--- config.mk ---
export PLATFORM = sky130hd
export DESIGN_NAME = fifo_reader_flat
export DESIGN_NICKNAME = d
export VERILOG_FILES = /design/src/rtl/fifo_pkg.sv /design/src/rtl/fifo_reader_if.sv /design/src/rtl/fifo_reader_skid.sv /design/src/rtl/fifo_reader.sv /design/src/flat_wrapper.sv
export SDC_FILE = /design/constraint.sdc
export NUM_CORES = 1
export LEC_CHECK = 0
export CORE_ASPECT_RATIO = 1.5
export CORE_UTILIZATION = 45
export CTS_CLUSTER_DIAMETER = 200
export DETAILED_ROUTE_END_ITERATION = 12
export PLACE_DENSITY = 0.69
export RECOVER_POWER = 100
export SYNTH_ARGS = -nofsm -noshare
export SYNTH_HDL_FRONTEND = slang
export SYNTH_SLANG_ARGS = --single-unit
--- constraint.sdc ---
create_clock -name clk_i -period 5.9 [get_ports clk_i]
set_clock_uncertainty 0.2 [all_clocks]
set_input_delay 0.885 -clock clk_i [delete_from_list [all_inputs] [get_ports clk_i]]
set_output_delay 0.885 -clock clk_i [all_outputs]
set_load 0.02 [all_outputs]
--- src/rtl/fifo_pkg.sv ---
// Shared state encoding and fifo timing constants for the fifo read-side controller.
package fifo_pkg;

  typedef enum logic [1:0] {
    IDLE  = 2'b00,
    RUN   = 2'b01,
    FLUSH = 2'b10
  } state_e;

  // Cycles between fifo_rd_en_o and the matching word on fifo_dout_i.
  localparam int FIFO_RD_LAT = 1;

endpackage

--- src/rtl/fifo_reader_if.sv ---
// Fifo read port plus downstream stream, bundled for the reader (master) and its peers (slave).
interface fifo_reader_if #(
  parameter int WIDTH = 8
);

  logic             fifo_rd_en_o;
  logic             fifo_empty_i;
  logic [WIDTH-1:0] fifo_dout_i;
  logic             m_valid_o;
  logic [WIDTH-1:0] m_data_o;
  logic             m_ready_i;

  // Stream: a word moves on every edge where m_valid_o && m_ready_i; once raised,
  // m_valid_o and m_data_o hold until accepted, unless a flush discards the word.
  modport master (
    output fifo_rd_en_o, m_valid_o, m_data_o,
    input  fifo_empty_i, fifo_dout_i, m_ready_i
  );

  modport slave (
    input  fifo_rd_en_o, m_valid_o, m_data_o,
    output fifo_empty_i, fifo_dout_i, m_ready_i
  );

endinterface

--- src/rtl/fifo_reader_skid.sv ---
// Two-entry in-order buffer absorbing the fifo read latency; head is the registered output word.
module fifo_reader_skid #(
  parameter int WIDTH = 8
) (
  input  logic             clk_i,
  input  logic             reset_ni,
  input  logic             clear,
  input  logic             push,
  input  logic             pop,
  input  logic [WIDTH-1:0] din,
  output logic [1:0]       occ,
  output logic [WIDTH-1:0] head
);

  logic [WIDTH-1:0] tail;

  always_ff @(posedge clk_i or negedge reset_ni) begin
    if (!reset_ni) begin
      occ  <= 2'd0;
      head <= '0;
      tail <= '0;
    end else if (clear) begin
      occ <= 2'd0;
    end else begin
      case ({push, pop})
        2'b10: begin
          if (occ == 2'd0) head <= din;
          else             tail <= din;
          occ <= occ + 2'd1;
        end
        2'b01: begin
          // Head keeps its last value when the buffer empties.
          if (occ == 2'd2) head <= tail;
          occ <= occ - 2'd1;
        end
        2'b11: begin
          if (occ == 2'd2) begin
            head <= tail;
            tail <= din;
          end else begin
            head <= din;
          end
        end
        default: ;
      endcase
    end
  end

endmodule

--- src/rtl/fifo_reader.sv ---
// Fifo read-side controller: pops the fifo, streams words out through a skid buffer,
// and can flush (drain and discard) the fifo while counting delivered and dropped words.
module fifo_reader
  import fifo_pkg::*;
#(
  parameter int WIDTH = 8,
  parameter int CNT_W = 16
) (
  input  logic             clk_i,
  input  logic             reset_ni,
  input  logic             enable_i,
  input  logic             flush_i,
  fifo_reader_if.master    bus,
  output logic             busy_o,
  output logic [CNT_W-1:0] deliv_cnt_o,
  output logic [CNT_W-1:0] drop_cnt_o,
  output logic [1:0]       state_o
);

  state_e                 state;
  logic [FIFO_RD_LAT-1:0] inflight;
  logic [1:0]             occ;
  logic [WIDTH-1:0]       head;
  logic                   accept;
  logic                   enter_flush;
  logic                   push;
  logic                   rd_en;
  logic [2:0]             pending;
  logic [CNT_W-1:0]       drop_inc;

  assign accept      = bus.m_valid_o && bus.m_ready_i;
  assign enter_flush = flush_i && (state != FLUSH);
  assign push        = inflight[0] && (state != FLUSH) && !enter_flush;
  assign pending     = {1'b0, occ} + {2'b00, inflight[0]};

  // A full buffer may still issue a read when its head leaves this cycle; that keeps
  // the stream at one word per cycle without ever overfilling the two entries.
  always_comb begin
    rd_en = 1'b0;
    case (state)
      RUN:     rd_en = enable_i && !bus.fifo_empty_i && ((pending < 3'd2) || accept);
      FLUSH:   rd_en = !bus.fifo_empty_i;
      default: rd_en = 1'b0;
    endcase
  end

  always_comb begin
    drop_inc = '0;
    if (enter_flush)
      drop_inc = CNT_W'(occ) - CNT_W'(accept) + CNT_W'(inflight[0]);
    else if ((state == FLUSH) && inflight[0])
      drop_inc = CNT_W'(1);
  end

  always_ff @(posedge clk_i or negedge reset_ni) begin
    if (!reset_ni) begin
      state       <= IDLE;
      inflight    <= '0;
      deliv_cnt_o <= '0;
      drop_cnt_o  <= '0;
    end else begin
      inflight   <= rd_en;
      drop_cnt_o <= drop_cnt_o + drop_inc;
      if (accept) deliv_cnt_o <= deliv_cnt_o + CNT_W'(1);
      case (state)
        IDLE: begin
          if (flush_i)       state <= FLUSH;
          else if (enable_i) state <= RUN;
        end
        RUN: begin
          if (flush_i)                         state <= FLUSH;
          else if (!enable_i && !inflight[0])  state <= IDLE;
        end
        FLUSH: begin
          if (bus.fifo_empty_i && !inflight[0]) state <= IDLE;
        end
        default: state <= IDLE;
      endcase
    end
  end

  fifo_reader_skid #(.WIDTH(WIDTH)) u_skid (
    .clk_i    (clk_i),
    .reset_ni (reset_ni),
    .clear    (enter_flush),
    .push     (push),
    .pop      (accept),
    .din      (bus.fifo_dout_i),
    .occ      (occ),
    .head     (head)
  );

  assign bus.fifo_rd_en_o = rd_en;
  assign bus.m_valid_o    = (occ != 2'd0) && (state != FLUSH);
  assign bus.m_data_o     = head;
  assign busy_o           = (state == FLUSH) || (occ != 2'd0) || inflight[0];
  assign state_o          = state;

endmodule

--- src/flat_wrapper.sv ---
// flat-port wrapper written by rule: the top's interface ports become plain ports
module fifo_reader_flat import fifo_pkg::*;
#(
  parameter int WIDTH = 8,
  parameter int CNT_W = 16
)
  (clk_i, reset_ni, enable_i, flush_i, busy_o, deliv_cnt_o, drop_cnt_o, state_o, bus_fifo_rd_en_o, bus_m_valid_o, bus_m_data_o, bus_fifo_empty_i, bus_fifo_dout_i, bus_m_ready_i);
  fifo_reader_if #(.WIDTH(WIDTH)) bus_i ();
  input  logic clk_i;
  input  logic reset_ni;
  input  logic enable_i;
  input  logic flush_i;
  output logic busy_o;
  output logic [CNT_W-1:0] deliv_cnt_o;
  output logic [CNT_W-1:0] drop_cnt_o;
  output logic [1:0] state_o;
  output wire logic [$bits(bus_i.fifo_rd_en_o)-1:0] bus_fifo_rd_en_o;
  output wire logic [$bits(bus_i.m_valid_o)-1:0] bus_m_valid_o;
  output wire logic [$bits(bus_i.m_data_o)-1:0] bus_m_data_o;
  input wire logic [$bits(bus_i.fifo_empty_i)-1:0] bus_fifo_empty_i;
  input wire logic [$bits(bus_i.fifo_dout_i)-1:0] bus_fifo_dout_i;
  input wire logic [$bits(bus_i.m_ready_i)-1:0] bus_m_ready_i;
  assign bus_fifo_rd_en_o = bus_i.fifo_rd_en_o;
  assign bus_m_valid_o = bus_i.m_valid_o;
  assign bus_m_data_o = bus_i.m_data_o;
  assign bus_i.fifo_empty_i = bus_fifo_empty_i;
  assign bus_i.fifo_dout_i = bus_fifo_dout_i;
  assign bus_i.m_ready_i = bus_m_ready_i;
  fifo_reader #(.WIDTH(WIDTH), .CNT_W(CNT_W)) u_core (.clk_i(clk_i), .reset_ni(reset_ni), .enable_i(enable_i), .flush_i(flush_i), .bus(bus_i), .busy_o(busy_o), .deliv_cnt_o(deliv_cnt_o), .drop_cnt_o(drop_cnt_o), .state_o(state_o));
endmodule
=== Word-level counts from Yosys, hierarchy flattened ===
Index checks and enable logic that the tools add are counted.

* Bits in registers: 53
* Bits of input ports: 14
* Output and inout bits: 45
* Logic and storage cells: 74

* $add $sub $neg: 7
* $lt $le $gt $ge: 1
* Eq/ne operators: 14
* Muxes and demuxes: 18
* Bitwise logic cells: 1
* Reductions and logical operators: 26

{| class="wikitable"
|+ Operators by type and width
! operator !! count
|-
| 8-bit two-way mux || 5
|-
| 8-bit one-hot mux with 3 select lines || 1
|-
| 16-bit by 1-bit adder with 16-bit output || 1
|-
| 16-bit by 1-bit adder with 16-bit output, second input constant || 1
|-
| 16-bit adder || 1
|-
| 16-bit two-way mux || 1
|-
| 8-bit one-hot mux with 2 select lines || 1
|-
| 2-bit two-way mux || 6
|-
| 2-bit != test, second input constant || 6
|-
| 1-bit logical AND || 10
|-
| 2-bit equality test, second input constant || 4
|-
| 4-bit AND reduction || 2
|-
| 2-bit one-hot mux with 3 select lines || 1
|-
| 3-bit nonzero test || 2
|-
| 2-bit by 1-bit equality test with 1-bit output, second input constant || 2
|-
| 1-bit zero test || 4
|-
| 2-bit zero test || 2
|-
| 2-bit one-hot mux with 2 select lines || 1
|-
| 2-bit nonzero test || 2
|-
| 2-bit by 1-bit adder with 3-bit output || 1
|-
| 1-bit logical OR || 3
|-
| 3-bit by 2-bit less-than comparator with 1-bit output, second input constant || 1
|-
| 3-bit by 2-bit != test with 1-bit output, second input constant || 1
|-
| 3-bit != test, second input constant || 1
|-
| 7 further kinds || 7
|}

=== Logic depth before layout (Yosys ltp) ===
Gate-level depths: netlist of run 1.

* Depth after elaboration: 7
* Depth in mapped cells: 21

=== Cells and area by module ===
Synthesis of run 1 repeated with hierarchy kept, for this count alone.

* Cell total of the unflattened synthesis: 303
* Area total of the unflattened synthesis: 3,141.8 um2

{| class="wikitable"
|+ By module, submodules not included
! module !! times used !! cells an instance !! area an instance (um2) !! sequential area each (um2)
|-
| fifo_reader || 1 || 213 || 2,143.3 || 875.8
|-
| fifo_reader_skid || 1 || 90 || 998.5 || 450.4
|}

=== Least setup slack after synthesis of run 1 ===
OpenSTA, ideal clock, no wires.

* Kind: register to register
* From: reg u_core.state[0] (netlist: u_core.state_o[0])
* To: reg u_core.drop_cnt_o[15]
* Library setup time: 0.099 ns
* Data arrival time: 4.213 ns
* Data required time: 5.601 ns
* Setup slack: 1.388 ns
* Stages on the path, launching flop included: 21
* Path buffers: 1
* Period minus slack after synthesis: 4.512 ns
* Cell sequence: dfrtp_1 inv_1 ha_1 buf_6 nor2_1 nand2_1 inv_2 ha_1 inv_1 ha_1 ha_1 inv_1 ha_1 and2_1 ha_1 or3_4 a21oi_4 a2111oi_4 o41ai_2 nor3_1 a311oi_1

* Longest elaborated chain between the ends: 7
* Elaborated cells between the ends (all ways): 11
* Classes of those cells: add/sub (3); eq/ne (2); mux (2); reduce/logical (4)

{| class="wikitable"
|+ RTL lines
! what !! line !! text
|-
| from (decl) || fifo_reader.sv:20 || <nowiki>state_e state;</nowiki>
|-
| from (signal assigned) || fifo_reader.sv:57 || <nowiki>state <= IDLE;</nowiki>
|-
| from (signal assigned) || fifo_reader.sv:67 || <nowiki>if (flush_i) state <= FLUSH;</nowiki>
|-
| from (signal assigned) || fifo_reader.sv:68 || <nowiki>else if (enable_i) state <= RUN;</nowiki>
|-
| 2-bit != test || fifo_reader.sv:94 || <nowiki>assign bus.m_valid_o = (occ != 2'd0) && (state != FLUSH);</nowiki>
|-
| 1-bit logical AND || fifo_reader.sv:94 ||
|-
| named net bus_m_valid_o || flat_wrapper.sv:18 || <nowiki>output wire logic [$bits(bus_i.m_valid_o)-1:0] bus_m_valid_o;</nowiki>
|-
| 1-bit logical AND || fifo_reader.sv:31 || <nowiki>assign accept = bus.m_valid_o && bus.m_ready_i;</nowiki>
|-
| named net u_core.accept || fifo_reader.sv:24 || <nowiki>logic accept;</nowiki>
|-
| 2-bit by 1-bit subtractor with 3-bit output || fifo_reader.sv:50 || <nowiki>drop_inc = CNT_W'(occ) - CNT_W'(accept) + CNT_W'(inflight[0]);</nowiki>
|-
| 16-bit by 1-bit adder with 16-bit output || fifo_reader.sv:50 ||
|-
| 16-bit two-way mux || fifo_reader.sv:49 || <nowiki>if (enter_flush)</nowiki>
|-
| 16-bit adder || fifo_reader.sv:63 || <nowiki>drop_cnt_o <= drop_cnt_o + drop_inc;</nowiki>
|-
| to (signal assigned) || fifo_reader.sv:63 ||
|-
| to (decl) || fifo_reader.sv:16 || <nowiki>output logic [CNT_W-1:0] drop_cnt_o,</nowiki>
|}

The timed path passes the listed nets, and every way through them passes these cells.
A chain may end at the register's enable or synchronous reset.

=== Worst setup path after layout of run 1 ===
* From: in bus_m_ready_i
* To: reg u_core.drop_cnt_o[15]

* Longest elaborated chain between the ends: 5

{| class="wikitable"
|+ RTL lines
! what !! line !! text
|-
| from (decl) || flat_wrapper.sv:22 || <nowiki>input wire logic [$bits(bus_i.m_ready_i)-1:0] bus_m_ready_i;</nowiki>
|-
| 1-bit logical AND || fifo_reader.sv:31 ||
|-
| named net u_core.accept || fifo_reader.sv:24 ||
|-
| 2-bit by 1-bit subtractor with 3-bit output || fifo_reader.sv:50 ||
|-
| 16-bit by 1-bit adder with 16-bit output || fifo_reader.sv:50 ||
|-
| 16-bit two-way mux || fifo_reader.sv:49 ||
|-
| 16-bit adder || fifo_reader.sv:63 ||
|}

The timed path passes the listed nets, and every way through them passes these cells.

==> results of run 1 <==
-- path summary, 6_finish.rpt --
check                                                   start                            endpoint  slack (ns)
hold reg to reg            u_core.deliv_cnt_o[15]$_DFFE_PN0P_  u_core.deliv_cnt_o[15]$_DFFE_PN0P_        0.27
max in group asynchronous                            reset_ni   u_core.u_skid.tail[4]$_DFFE_PN0P_        2.53
hold / removal             u_core.deliv_cnt_o[15]$_DFFE_PN0P_  u_core.deliv_cnt_o[15]$_DFFE_PN0P_        0.27
setup reg to reg                u_core.state_o[0]$_DFFE_PN0P_     u_core.drop_cnt_o[15]$_DFF_PN0_        0.91
min in group asynchronous                            reset_ni  u_core.deliv_cnt_o[11]$_DFFE_PN0P_        1.36
setup / recovery                                bus_m_ready_i     u_core.drop_cnt_o[15]$_DFF_PN0_        0.89
-- layer usage --
layer / share of wire, % / up-vias / track usage [%]
li1: - / 1227 / -
met1: 42 / 1183 / 22.6
met2: 52 / 64 / 34.1
met3: 4.0 / 8 / 2.68
met4: 1.5 / 0 / 6.29
met5: 0 / - / 0
-- cell type report --
class / instances / area (µm²)
repair buffers: 59 / 579
well taps: 78 / 97.6
flip-flops and latches: 53 / 1330
inverters: 23 / 91.3
clock inverters: 2 / 38.8
multi-input cells: 233 / 1710
clock buffers: 6 / 72.6
fillers: 609 / 2990
-- cells in the final DEF (no fill, tap or decap), types with 3 or more instances in the layout --
master,synthesis,layout
xor2_1,7,7
mux2_2,9,3
nand2_1,33,33
o21ai_0,19,19
nand4_1,4,5
inv_1,21,22
a31oi_1,7,7
nand3_1,7,7
a22oi_1,8,8
dlygate4sd3_1,0,47
nor3_1,3,5
a21oi_1,10,10
clkdlybuf4s50_1,0,10
mux2_1,0,6
dfrtp_1,53,53
xnor2_1,26,26
ha_1,28,28
nor2_1,22,22
clkbuf_8,0,5
a21o_1,5,5
-- registers in the layout, indices dropped and copies added (netlist names) --
| name | cells |
|---|---|
| u_core.deliv_cnt_o | 16 |
| u_core.drop_cnt_o | 16 |
| u_core.u_skid.head | 8 |
| u_core.u_skid.tail | 8 |
| u_core.state_o | 2 |
| u_core.u_skid.occ | 2 |
| u_core.inflight | 1 |
-- power groups by stage --
stage               Clock [mW]  Sequential (mW)  Combinational (mW)
CTS                      0.259            0.592               0.834
detailed placement           0            0.598               0.829
global placement             0            0.597               0.821
floorplan                    0            0.672               0.447
finish                   0.250            0.584               0.768
global route             0.271            0.605               0.852
-- cell families (layout without fill, tap and decap cells) --
logic type,after synthesis,after routing
flip-flops,53,53
multiplexers,9,9
buffers and inverters,31,90
XOR/XNOR,34,34
AND/OR/NAND/NOR,86,86
AO/OA/AOI/OAI,73,73
adder cells (fa/ha/maj),31,31
-- worst max-delay path: stages --
cell,delay (ns)
clkdlybuf4s50_1,0.46
nand2_1,0.13
inv_1,0.32
ha_1,0.24
ha_1,0.24
inv_1,0.06
ha_1,0.14
inv_1,0.06
ha_1,0.17
and2_0,0.19
ha_1,0.37
or3_1,0.41
a21oi_4,0.14
a2111oi_0,0.12
o41ai_1,0.70
nor3_1,0.13
a311oi_1,0.26
-- metrics by stage --
step           cell area [µm²]  util (%)  instances  hold WS, ns
6_report                  3910      56.7        454        0.273
5_1_grt                   3910      56.7        454        0.308
4_1_cts                   3980      57.7        454        0.281
3_5_place_dp              3870      56.1        446        0.263
3_3_place_gp              3870      56.1        446        0.261
2_1_floorplan             3230         -        317        0.281
==> impl_metrics.json, run 1 <==
{
  "setup_slack_ns": 0.892,
  "syn_avg_cell_area_um2": 10.2,
  "gr-total-overflow": 0,
  "synth_top_family_by_area": "compound AO/OA/AOI/OAI gates",
  "seqPwrFrac_pct": 36.4,
  "grt_setup_unrepaired": "false",
  "power_density_nw_per_um2": 410,
  "critPathMaxFanout": 11,
  "start_util_pct": 46.9,
  "hp-class": "reg -> reg",
  "reg2reg_depth": 19,
  "totalWireLength_um": 6630,
  "via_per_inst": 5.47,
  "hold_buffers": 0,
  "postCtsSetupBuffers": 0,
  "cts_made_buffers": 5,
  "place_ws_ns": 0.996,
  "synth-xor-area-share_pct": 9.79,
  "cts.sinks": 53,
  "synth_area_leaders": "dfrtp_1 (41%), ha_1 (11%), xnor2_1 (7.0%), nand2_1 (3.8%), mux2_2 (3.1%)",
  "setup_viol": 0,
  "hold_depth": 1,
  "total_leakage_power_nw": 1.95,
  "synth_top_cell_area_share_pct": 41.0,
  "maxSlewViolCount": 63,
  "fmax_ghz": 0.200,
  "synth_nets": 360,
  "violations": "design-rule violations, max-capacitance violations, max-slew violations",
  "final_nets": 418,
  "async_flop_share_pct": 100,
  "first_pass_iters": 8,
  "num_rows": 37,
  "ys_seq_area_share_pct": 41.0,
  "fin_crit_ns": 5.01,
  "synth_seq_cells": 53,
  "track_usage_pct": 18.9,
  "cts_tree": "built",
  "dr_total_vias": 2482,
  "p_total_mw": 1.60,
  "fin_crit_sh_pct": 84.9,
  "final_layout_size_suffix_gt1_share_pct": 5.32,
  "switching_share_pct": 40.6,
  "post-synth-top-count-cell": "dfrtp_1",
  "comb_power_share_pct": 47.9,
  "grt_pass1_wl_um": 11400,
  "synthCells": 317,
  "postRouteAntennaNets": 0,
  "boundaryPins": 59,
  "maxCapViolCount": 2,
  "htreeDepth": 2,
  "numPortBuffers": 58,
  "areaGrowthSynthToFinish_pct": 20.9,
  "cts_resized": 0,
  "netlist_area_um2": 3230,
  "antenna_found_initial": 0,
  "critPathKind": "in -> reg",
  "start_kind": "input port",
  "fp.dieH_um": 106,
  "diodes": 0,
  "synth_enable_flop_cells": 0,
  "ir_drop_mv": 0.227,
  "hpwl_um": 4990,
  "dr.first_iter.drc_count": 112,
  "finalSetupTns_ns": 0,
  "routedWlPerCell_um": 14.6,
  "synth_warnings": 0,
  "synth_fa_ha_area_share_pct": 12.1,
  "clkTransAtPathRegs_ns": 0.10,
  "hold_viol_final": 0,
  "p_int_mw": 0.953,
  "grt_max_degree": 54,
  "cts_max_path_buffers": 2,
  "drt_drc_violations_left": 8,
  "synth_common_cells": "dfrtp_1 (53), nand2_1 (33), ha_1 (28), xnor2_1 (26), nor2_1 (22)",
  "gp_congestion": 0.921,
  "synth_compound_area_share_pct": 16.6,
  "grt_pass1_vias": 2557,
  "core_region_area_um2": 6900,
  "tightest_slew_ns": 2.83,
  "synthSimpleGateAreaFrac_pct": 13.2,
  "cts_root_buffer": "clkbuf_8",
  "relSlewSlack_pct": -88.6,
  "die_width_um": 71.2,
  "synth_mux_area_share_pct": 3.13,
  "yosysTopAreaCell": "dfrtp_1",
  "clock_latency_ns": 0.31,
  "p_switching_mw": 0.650,
  "worstPathRequired_ns": 5.91,
  "ys.flop_type": "dfrtp_1",
  "dieArea_um2": 7540,
  "cp-end-kind": "register",
  "status": "finished, violations left",
  "crit_arrival_ns": 5.02,
  "synth_cell_types": 57,
  "clkPwrFrac_pct": 15.6
}
Note: power is estimated with default switching activity, not from simulation.
==> run 2: changes to the inputs <==
Settings changed: PLACE_DENSITY 0.69 to 0.72.
Clock period 5.9 ns to 4 ns, I/O delays scaled along.
==> run 2 against run 1 <==
  * Via count increased by 7.0%
  * Sequential power increased by 49%
  * The run still ends with design-rule violations, max-capacitance violations, max-slew violations left
  * Count of clock-buffer cells in the layout unchanged
  * Register-to-register slack got worse by 0.71 ns
==> impl_metrics.json, run 2 (synthesis results as in run 1) <==
{
  "gp_congestion": 0.822,
  "status": "finished, violations left",
  "layout_commonest_cell": "dfrtp_1",
  "violations": "design-rule violations, max-capacitance violations, max-slew violations",
  "worst_hold_slack_ns": 0.278,
  "reg2reg_depth": 20,
  "tightest_slew_ns": 1.74,
  "gr-total-overflow": 0,
  "maxCapViolCount": 1,
  "reg2reg_from": "u_core.state_o[0]$_DFFE_PN0P_",
  "final_nets": 446,
  "first_pass_iters": 8,
  "cts_tree": "built",
  "cts_made_buffers": 5,
  "boundaryPins": 59,
  "grt_pass1_vias": 2657,
  "critical_path.cell_chain": "clkdlybuf4s50_1, nand2_4, inv_4, ha_1, ha_1, inv_1, ha_1, inv_1, ha_1, and2_4, ha_4, or3_4, a21oi_4, a2111oi_4, o41ai_2, buf_4, nor3_1, a311oi_1",
  "maxSlewViolCount": 33,
  "hp-class": "reg -> reg",
  "slowest_delay_ns": 0.45,
  "cpMostUsedCell": "ha_1",
  "dr.first_iter.drc_count": 131,
  "critPathKind": "in -> reg",
  "setup_viol": 0,
  "areaGrowthSynthToFinish_pct": 29.6,
  "finalSetupTns_ns": 0,
  "cp_top_family": "adder cells",
  "fmax_ghz": 0.262,
  "htreeDepth": 2,
  "clkTransAtPathRegs_ns": 0.10,
  "fin_crit_ns": 3.81,
  "numPortBuffers": 58,
  "fin_crit_sh_pct": 95.4,
  "hold_depth": 1,
  "utilization_pct": 60.8,
  "power_density_nw_per_um2": 590,
  "r2r_end": "u_core.drop_cnt_o[15]$_DFF_PN0_",
  "reg_top3": "u_core.deliv_cnt_o x16, u_core.drop_cnt_o x16",
  "ir_drop_mv": 0.363,
  "dr_total_vias": 2656,
  "cts.sinks": 53,
  "grt_max_degree": 33,
  "relSlewSlack_pct": -15.7,
  "p_total_mw": 2.47,
  "cts_max_path_buffers": 2,
  "antenna_found_initial": 0,
  "cp-end-kind": "register",
  "num_rows": 37,
  "postRouteAntennaNets": 0,
  "final_layout_size_suffix_gt1_share_pct": 16.3,
  "cts_root_buffer": "clkbuf_8",
  "r2r_slack_ns": 0.20,
  "placed_cell_area_um2": 4100,
  "start_util_pct": 46.9,
  "diodes": 0,
  "track_usage_pct": 19.8,
  "totalWireLength_um": 6890,
  "dp_cells": 473,
  "crit_arrival_ns": 3.83,
  "crit_buf_inv": 5,
  "clock_latency_ns": 0.31,
  "routedWlPerCell_um": 14.3,
  "hold_viol_final": 0,
  "grt_setup_unrepaired": "false",
  "final_cell_mix": "dfrtp_1 (52), dlygate4sd3_1 (47), nand2_1 (32)",
  "critPathMaxFanout": 4,
  "fin_area_um2": 4190,
  "fp.dieH_um": 106,
  "hpwl_um": 5350,
  "stdcell_count": 482,
  "dieArea_um2": 7540,
  "grt_pass1_wl_um": 11900,
  "core_region_area_um2": 6900,
  "setup.worst_path.end": "u_core.drop_cnt_o[15]$_DFF_PN0_",
  "drt_drc_violations_left": 6,
  "worstPathRequired_ns": 4.02,
  "slowest_stage": "clkdlybuf4s50_1",
  "setup_slack_ns": 0.186,
  "total_leakage_power_nw": 2.06,
  "crit_cells": 18,
  "place_ws_ns": -0.236,
  "cp-startpoint": "bus_m_ready_i",
  "start_kind": "input port",
  "die_width_um": 71.2,
  "via_per_inst": 5.51
}
run 2: changes by cell type in the layout (fill, tap and decap cells not counted), sizes merged:
| cell | previous run | this run |
|---|---|---|
| buf | 1 | 22 |
| clkbuf | 7 | 14 |
| clkinvlp | 0 | 2 |
| bufinv | 1 | 0 |
| clkinv | 1 | 0 |
run 2: layout make-up:
class / count / area, µm²
inverters: 23 / 93.8
clock buffers: 6 / 72.6
multi-input cells: 233 / 1810
fillers: 608 / 2710
well taps: 78 / 97.6
clock inverters: 2 / 15.0
flip-flops and latches: 53 / 1330
repair buffers: 87 / 777
run 2: per-layer routing:
metal,track usage [%],up-vias,share of wire (%)
met5,0,-,0
met4,7.86,0,2.6
met3,3.06,13,3.6
met2,35.9,62,53
met1,22.9,1293,41
li1,-,1288,-
run 2: power by group:
| part | total (mW) | switching, mW | internal, mW | leakage [nW] |
|---|---|---|---|---|
| combinational | 1.30 | 0.684 | 0.611 | 1.33 |
| clock | 0.310 | 0.186 | 0.124 | 0.0374 |
| sequential | 0.868 | 0.157 | 0.711 | 0.692 |
run 2: worst register-to-register path: stages, from the launching register on:
cell	delay, ns
dfrtp_2	0.43
inv_2	0.10
ha_4	0.16
nor2_4	0.04
nand2_4	0.08
inv_4	0.03
ha_1	0.20
ha_1	0.27
inv_1	0.03
ha_1	0.18
inv_1	0.08
ha_1	0.14
and2_4	0.19
ha_4	0.22
or3_4	0.37
a21oi_4	0.16
a2111oi_4	0.07
o41ai_2	0.28
buf_4	0.17
nor3_1	0.05
a311oi_1	0.25
run 2: worst min-delay path by stage:
stage,start,to,slack (ns)
floorplan,reset_ni,u_core.deliv_cnt_o[0]$_DFFE_PN0P_,0.10
global placement,u_core.u_skid.head[1]$_DFFE_PN0P_,u_core.u_skid.head[1]$_DFFE_PN0P_,0.26
detailed placement,u_core.u_skid.head[4]$_DFFE_PN0P_,u_core.u_skid.head[4]$_DFFE_PN0P_,0.27
CTS,reset_ni,u_core.deliv_cnt_o[7]$_DFFE_PN0P_,0.16
global route,u_core.u_skid.head[4]$_DFFE_PN0P_,u_core.u_skid.head[4]$_DFFE_PN0P_,0.30
finish,u_core.deliv_cnt_o[15]$_DFFE_PN0P_,u_core.deliv_cnt_o[15]$_DFFE_PN0P_,0.28
run 2: repair_timing:
action                                  in CTS  in global routing
endpoints found under the setup margin       1                  5
cloned                                       0                  0
pin swaps                                    1                  1
gates resized for setup                      1                 10
hold buffers                                 0                  0
buffers inserted                             1                  0
==> run 3: changes to the inputs <==
Settings changed: CORE_MARGIN set to 1, CTS_CLUSTER_DIAMETER 200 to unset.
==> results of run 3 <==
Final layout, timing and power as in run 2 (identical DEF).
